**src/rtl/cpu_pkg.sv**
```systemverilog
// Shared sizing and state encoding for the CPU program loader and its storage.
package cpu_pkg;

  localparam int DEPTH  = 16;
  localparam int ADDR_W = 4;
  localparam int DATA_W = 8;

  typedef enum logic [2:0] {
    ST_IDLE = 3'd0,
    ST_LOAD = 3'd1,
    ST_CSUM = 3'd2,
    ST_RUN  = 3'd3,
    ST_ERR  = 3'd4
  } state_t;

endpackage

```
**src/rtl/cpu_prog_ram.sv**
```systemverilog
// 16x8 program store: synchronous write, asynchronous read, cleared by rst.
module cpu_prog_ram
  import cpu_pkg::*;
(
  input  logic              clk,
  input  logic              rst,
  input  logic              we,
  input  logic [ADDR_W-1:0] waddr,
  input  logic [DATA_W-1:0] wdata,
  input  logic [ADDR_W-1:0] raddr,
  output logic [DATA_W-1:0] rdata
);

  logic [DATA_W-1:0] mem [DEPTH];

  always_ff @(posedge clk or posedge rst) begin
    if (rst) begin
      for (int i = 0; i < DEPTH; i++) mem[i] <= '0;
    end else if (we) begin
      mem[waddr] <= wdata;
    end
  end

  assign rdata = mem[raddr];

endmodule

```
**src/rtl/cpu_prog_loader.sv**
```systemverilog
// Loads a 16-byte program over a valid/ready byte stream, optionally verifies a
// trailing checksum byte, and holds the CPU in reset until a load succeeds.
module cpu_prog_loader
  import cpu_pkg::*;
#(
  parameter bit CSUM_EN = 1'b1
) (
  input  logic              clk,
  input  logic              rst,
  input  logic [ADDR_W-1:0] address,
  output logic [DATA_W-1:0] instruction,
  input  logic              ld_start,
  input  logic              ld_valid,
  input  logic [DATA_W-1:0] ld_data,
  output logic              ld_ready,
  output logic              cpu_rstn,
  output logic              busy,
  output logic              err,
  output logic [2:0]        fsm_state
);

  state_t            state, state_nxt;
  logic [ADDR_W-1:0] wr_ptr;
  logic [DATA_W-1:0] sum;
  logic              accept;
  logic              mem_we;

  // Handshake: a byte transfers on a posedge where ld_valid && ld_ready.
  // ld_ready depends on state only; ld_start in the same cycle wins and the
  // offered byte is dropped.
  assign accept = ld_valid & ld_ready & ~ld_start;
  assign mem_we = accept & (state == ST_LOAD);

  always_ff @(posedge clk or posedge rst) begin
    if (rst) state <= ST_IDLE;
    else     state <= state_nxt;
  end

  always_comb begin
    state_nxt = state;
    case (state)
      ST_IDLE, ST_RUN, ST_ERR: begin
        if (ld_start) state_nxt = ST_LOAD;
      end
      ST_LOAD: begin
        if (ld_start) begin
          state_nxt = ST_LOAD;
        end else if (accept && (wr_ptr == ADDR_W'(DEPTH - 1))) begin
          state_nxt = CSUM_EN ? ST_CSUM : ST_RUN;
        end
      end
      ST_CSUM: begin
        if (ld_start) begin
          state_nxt = ST_LOAD;
        end else if (accept) begin
          state_nxt = (ld_data == sum) ? ST_RUN : ST_ERR;
        end
      end
      default: state_nxt = ST_IDLE;
    endcase
  end

  always_comb begin
    ld_ready = 1'b0;
    busy     = 1'b0;
    cpu_rstn = 1'b0;
    case (state)
      ST_LOAD, ST_CSUM: begin
        ld_ready = 1'b1;
        busy     = 1'b1;
      end
      ST_RUN:  cpu_rstn = 1'b1;
      default: ;
    endcase
  end

  assign fsm_state = state;

  // Write pointer and running checksum; err stays set until the next load begins.
  always_ff @(posedge clk or posedge rst) begin
    if (rst) begin
      wr_ptr <= '0;
      sum    <= '0;
      err    <= 1'b0;
    end else if (ld_start) begin
      wr_ptr <= '0;
      sum    <= '0;
      err    <= 1'b0;
    end else begin
      if (mem_we) begin
        wr_ptr <= wr_ptr + 1'b1;
        sum    <= sum + ld_data;
      end
      if (accept && (state == ST_CSUM) && (ld_data != sum)) err <= 1'b1;
    end
  end

  cpu_prog_ram u_ram (
    .clk   (clk),
    .rst   (rst),
    .we    (mem_we),
    .waddr (wr_ptr),
    .wdata (ld_data),
    .raddr (address),
    .rdata (instruction)
  );

endmodule

```
**config.mk**
```make
export PLATFORM = sky130hd
export DESIGN_NAME = cpu_prog_loader
export DESIGN_NICKNAME = d
export VERILOG_FILES = /design/src/rtl/cpu_pkg.sv /design/src/rtl/cpu_prog_ram.sv /design/src/rtl/cpu_prog_loader.sv
export SDC_FILE = /design/constraint.sdc
export NUM_CORES = 1
export LEC_CHECK = 0
export ABC_CLOCK_PERIOD_IN_PS = 6000
export CORE_MARGIN = 3
export CORE_UTILIZATION = 35
export DETAILED_ROUTE_END_ITERATION = 10
export GPL_TIMING_DRIVEN = 0
export PLACE_DENSITY = 0.61
export SLEW_MARGIN = 15
export SYNTH_ARGS = -nofsm -noshare
export SYNTH_HDL_FRONTEND = slang
export SYNTH_HIERARCHICAL = 1
export SYNTH_SLANG_ARGS = --single-unit
```
**constraint.sdc**
```tcl
create_clock -name clk -period 6 [get_ports clk]
set_input_delay 1.5 -clock clk [delete_from_list [all_inputs] [get_ports clk]]
set_output_delay 1.5 -clock clk [all_outputs]
set_load 0.05 [all_outputs]
```
==> metrics.txt, run 1 <==
outcome complete, no violations; CP top delay family buffers and inverters; grt met2 use 26.4%; Post-CTS Resized 0; Core Util, Final 42.2%; core area a little under 20,000 um^2; Buf/Inv on CP 3; r2r startpoint fsm_state[1]; Synth warnings 6; FF-to-FF setup slack around 3.0 ns; Pins Over Slew Limit 0; DPL Wire Length around 11 mm; GR Util met3 around 3.5%; fin area 8270 um^2; Cell Rows between 50 and 60; clock sink count approximately 140; Via density between 5 and 6; CTS Root Cell clkbuf_16; multi-input logic area approximately 3300 um^2; DIE HEIGHT about 150 um; r2r endpoint u_ram/mem[90]; async set or reset register ratio after synthesis 100%; RSZ-0062 raised after global routing no; crit path DAT roughly 4 ns; maxcap violations 0; total iterations of the first detailed-routing run 4; class of the worst hold path reg2reg; setup slack after layout between 0.5 and 0.6 ns; Main synth FF type dfrtp_1; Die Area 21,900 um^2; port bufs 28; Fin. Hold Viols 0; crit-path max cell delay around 0.74 ns; CTS tree built; initial antenna violation count 0; clk buf depth 2; hold_sp u_ram/mem[57]; all-layer global routing usage between 15 and 20%; CTS H-tree lvls 4; Post-Syn Area approximately 7000 um^2; register area share after synthesis about half; vias in the first global route 4,676; worst reg2reg path depth 6; Post-Route WL around 17 mm; Synth Register Bits around 140; CTS Buf Count 17; Most Used Layer, Global Route met2; wire length of the first global-routing pass between 20 and 30 mm; GP Congestion 0.829; routing usage on met1 21.2%; Synth Instances between 400 and 500; clk_lat worst skew 0.42 ns; P&R area growth vs syn 17.4%; hold path endpoint u_ram/mem[57]; Critical Path RT 4.50 ns; Placed Area approximately 7700 um^2; crit path launch type primary input; DRC violations left 0; Critical Path End Type output pin; layout cell share with drive strength beyond 1 between 40% and 50%; Post-CTS Repair Setup Buffers 0; clk slew on worst S/H paths around 0.06 ns; Crit-path slowest cell buf_1; Synth cell types 55; synth cell count leaders dfrtp_1, mux2_2, mux4_2; global route overflow 0; register area 3600 um^2; Clock Skews a little under 0.007 ns; worst-path fanout max 10; Max VDD drop approximately 140 uV; Hold Path Stages 1; number of synthesized flops with an enable pin 0; fin nets about 560; synth top area cells dfrtp_1, mux2_2, mux4_2; DR iter-0 viols roughly 260; Min Clock Period, post-route between 5 and 6 ns; Place WS around 0.54 ns; Crit Path Class in2out; die width around 150 um; ANT nets after route 0; pwr/cell area between 200 and 300 nW/um^2; fill count approximately 1,800; Avg Cell Area, Syn between 10 and 15 um^2; worst slew pin tran 1.09 ns; # setup viols final 0; I/O pins 31; Pleak approximately 3.8 nW; Synth area leader dfrtp_1; most numerous cell in the Yosys netlist dfrtp_1; Avg WL per Cell 21.0 um; worst path cell trace clkbuf_1, buf_1, mux4_2, a22oi_1, nand2_1, clkdlybuf4s50_1; relative max-transition margin 26.8%; Synthesized Nets approximately 510; largest net degree at the start of global routing between 70 and 80; Yosys top cell area share 51.2%; Fmax 0.183 GHz; Period Utilization, post-route 90.9%; initial core utilization between 30% and 40%; vias roughly 4,300; Antenna Cells 0; CTS hold repair buffers 0
-- through the flow --
stage	power, W	std cells	setup TNS, ns	hold slack, ns
global route	0.00255	810	0	0.518
CTS	0.00247	810	0	0.500
finish	0.00244	810	0	0.500
detailed placement	0.00142	778	0	0.487
global placement	0.00140	777	-59.12	0.482
floorplan	0.00133	484	0	0.474
-- area by class of cell --
| cell class | instances | area share [%] |
|---|---|---|
| Clock inverter | 11 | 1.36 |
| Buffer | 33 | 1.94 |
| Tap cell | 265 | 4.01 |
| Multi-Input combinational cell | 304 | 39.5 |
| Sequential cell | 144 | 43.6 |
| Clock buffer | 21 | 5.69 |
| Timing Repair Buffer | 29 | 3.72 |
| Inverter | 3 | 0.197 |
-- cell families after synthesis --
kind of cell	count (synthesis)	synth area share, %
xor gates and xnor gates	7	0.871
AOI/OAI and AO/OA	48	4.87
and+or+nand+nor	79	7.23
adders and majority gates	9	1.71
muxes	161	31.7
buffers and inverters	36	2.43
DFF	144	51.2
-- cell usage in the layout (no fill, tap or decap), types with 6 or more instances in the layout --
cell             netlist  routed
mux2_2               113     113
a21oi_1               13      13
a22oi_1               16      16
nor2b_1                6       6
buf_2                 11      11
mux4_2                32      32
ha_1                   8       8
clkinv_2               0       7
nor2_1                11      11
nand2_1               21      21
clkbuf_16              0      17
dfrtp_1              144     144
mux2_4                16      16
clkdlybuf4s50_1        0      28
clkbuf_1              13      14
-- state kept, by name (all words and copies together), names as in the netlist --
name       cells
sum            8
err            1
wr_ptr         4
fsm_state      3
u_ram/mem    128
-- worst max-delay path by stage --
stage	slack, ns	startpoint	endpoint	cells past startpoint
finish	0.54	address[1]	instruction[4]	6
global route	0.41	address[1]	instruction[4]	6
CTS	0.52	address[1]	instruction[4]	6
detailed placement	0.54	address[1]	instruction[4]	6
global placement	-0.47	rst	u_ram/mem[11]	2
floorplan	1.09	rst	u_ram/mem[0]	1
-- report_power, final --
part | switching (W) | total (W) | internal [W]
Combinational | 0.000150 | 0.000313 | 0.000163
Clock | 0.000399 | 0.00104 | 0.000640
Sequential | 0.0000438 | 0.00109 | 0.00105
Total | 0.000593 | 0.00244 | 0.00185
-- metal layers --
layer,share of wire (%),vias to the layer above
met5,0,-
met4,4.3,0
met3,3.3,44
met2,48,102
met1,45,2288
li1,-,1902
No activity file was read; power rests on OpenSTA's default activity.
==> run 2, diff against run 1 <==
Settings changed: CORE_UTILIZATION 35 to 39, PLACE_DENSITY 0.61 to 0.65.
==> metrics.txt, run 2 (synthesis results as in run 1) <==
largest net degree at the start of global routing 77; placed cell count ~740; CTS hold repair buffers 0; relative max-transition margin 36.6%; layout cell share with drive strength beyond 1 42.3%; Cell Rows 48; vias 4,327; Fmax ~0.18 GHz; max reg flops approximately 130; die width roughly 140 um; class of the worst hold path reg2reg; maxcap violations 0; clock sink count around 140; DPL Wire Length ~11 mm; Metal-1 WL 7.26 mm; GP Congestion approximately 0.83; outcome complete, no violations; Max VDD drop between 200 and 250 uV; Top Registers u_ram/mem: 128 flops, sum: 8 flops, wr_ptr: 4 flops; Period Utilization, post-route about nine tenths; P&R area growth vs syn 17.7%; wire length of the first global-routing pass between 20 and 30 mm; Placed Area between 7000 and 8000 um^2; Cell Count, Final, Fillers Out 769; DR iter-0 viols roughly 260; CTS H-tree lvls 4; Combinational Power Share between 10% and 20%; DIE HEIGHT approximately 140 um; commonest non-fill, non-tap cell in the layout dfrtp_1; overall power ~0.0026 W; Net Sw Frac a little under a quarter; Fin. Hold Viols 0; worst slew pin tran between 0.9 and 1 ns; CTS tree built; Pins Over Slew Limit 0; Avg WL per Cell between 20 and 25 um; Via density between 5 and 6; fill count 1,532; fin area approximately 8300 um^2; global route overflow 0; total iterations of the first detailed-routing run 4; ANT nets after route 0; clock share of power between 40 and 50%; Post-CTS Resized 0; DRC violations left 0; DR top layer met4; Internal about 0.0020 W; Antenna Cells 0; crit path DAT a little under 4 ns; # setup viols final 0; crit path launch type primary input; worst-path fanout max 10; pwr/cell area around 310 nW/um^2; Critical Path RT between 4 and 5 ns; sequential power share 42.5%; clk_lat worst skew 0.43 ns; initial antenna violation count 0; Core Util, Final around 47%; Crit Path Class in2out; Min Clock Period, post-route around 5.5 ns; most frequent cells in the layout dfrtp_1, mux2_2, mux4_2; Clock Skews roughly 0.009 ns; met2 WL post-DR between 8 and 9 mm; met3 WL roughly 700 um; Die Area ~20,000 um^2; port bufs 28; core area ~17,000 um^2; I/O pins 31; Post-Route WL 16.6 mm; clk buf depth 2; vias in the first global route approximately 4,600; Pleak about 3.8 nW; all-layer global routing usage 17.6%; CTS Root Cell clkbuf_16; CTS Buf Count 17; Biggest register u_ram/mem; RSZ-0062 raised after global routing no; setup TNS 0 ns; Psw 0.000595 W; Critical Path End Type output pin; fin nets 557; clk slew on worst S/H paths approximately 0.06 ns; Post-CTS Repair Setup Buffers 0; FF-to-FF setup slack approximately 3 ns; initial core utilization between 40% and 50%
-- run 2: changes by cell type in the layout (fill, tap and decap cells not counted) --
cell,change
clkinv_2,-3
clkbuf_1,-1
bufinv_16,+3
clkinvlp_4,+2
clkinv_4,-2
-- run 2: power by group through the flow --
stage	Clock [W]	Sequential, W	Combinational [W]
after floorplan	0	0.00109	0.000238
after global placement	0	0.00110	0.000303
after detailed placement	0	0.00111	0.000314
after CTS	0.00119	0.00109	0.000316
after global routing	0.00124	0.00110	0.000338
final	0.00117	0.00109	0.000313
-- run 2: per-stage QoR --
step	setup WS (ns)	hold slack (ns)
3_3_place_gp	-0.527	0.482
3_5_place_dp	0.527	0.487
5_1_grt	0.432	0.513
4_1_cts	0.511	0.501
2_1_floorplan	1.09	0.474
6_report	0.532	0.500
-- run 2: final timing paths --
| kind | start | end | cells past startpoint |
|---|---|---|---|
| hold / removal | u_ram/mem[70] | u_ram/mem[70] | 1 |
| min in group asynchronous | rst | u_ram/mem[18] | 2 |
| hold reg to reg | u_ram/mem[70] | u_ram/mem[70] | 1 |
| setup reg to reg | fsm_state[1] | u_ram/mem[89] | 6 |
| max in group asynchronous | rst | u_ram/mem[92] | 3 |
| setup / recovery | address[1] | instruction[6] | 6 |
-- run 2: final cells by class --
| cell class | count | area [um^2] | share of cell area [%] |
|---|---|---|---|
| inverters | 3 | 16.3 | 0.196 |
| clock buffers | 20 | 467 | 5.63 |
| multi-input cells | 304 | 3270 | 39.4 |
| repair buffers | 29 | 308 | 3.71 |
| plain buffers | 33 | 160 | 1.93 |
| clock inverters | 11 | 185 | 2.23 |
| flip-flops and latches | 144 | 3600 | 43.5 |
| well taps | 225 | 282 | 3.40 |
-- run 2: worst max-delay path, cell delays in order --
cell and delay (ns):
clkbuf_1 0.24, buf_1 0.73, mux4_2 0.44, a22oi_1 0.20
nand2_1 0.13, clkdlybuf4s50_1 0.72
-- run 2: routing by layer --
metal  up-vias  global-route usage (%)
li1       1910                       -
met5         -                       0
met3        21                    4.71
met4         0                    5.61
met1      2301                    22.3
met2        95                    29.6
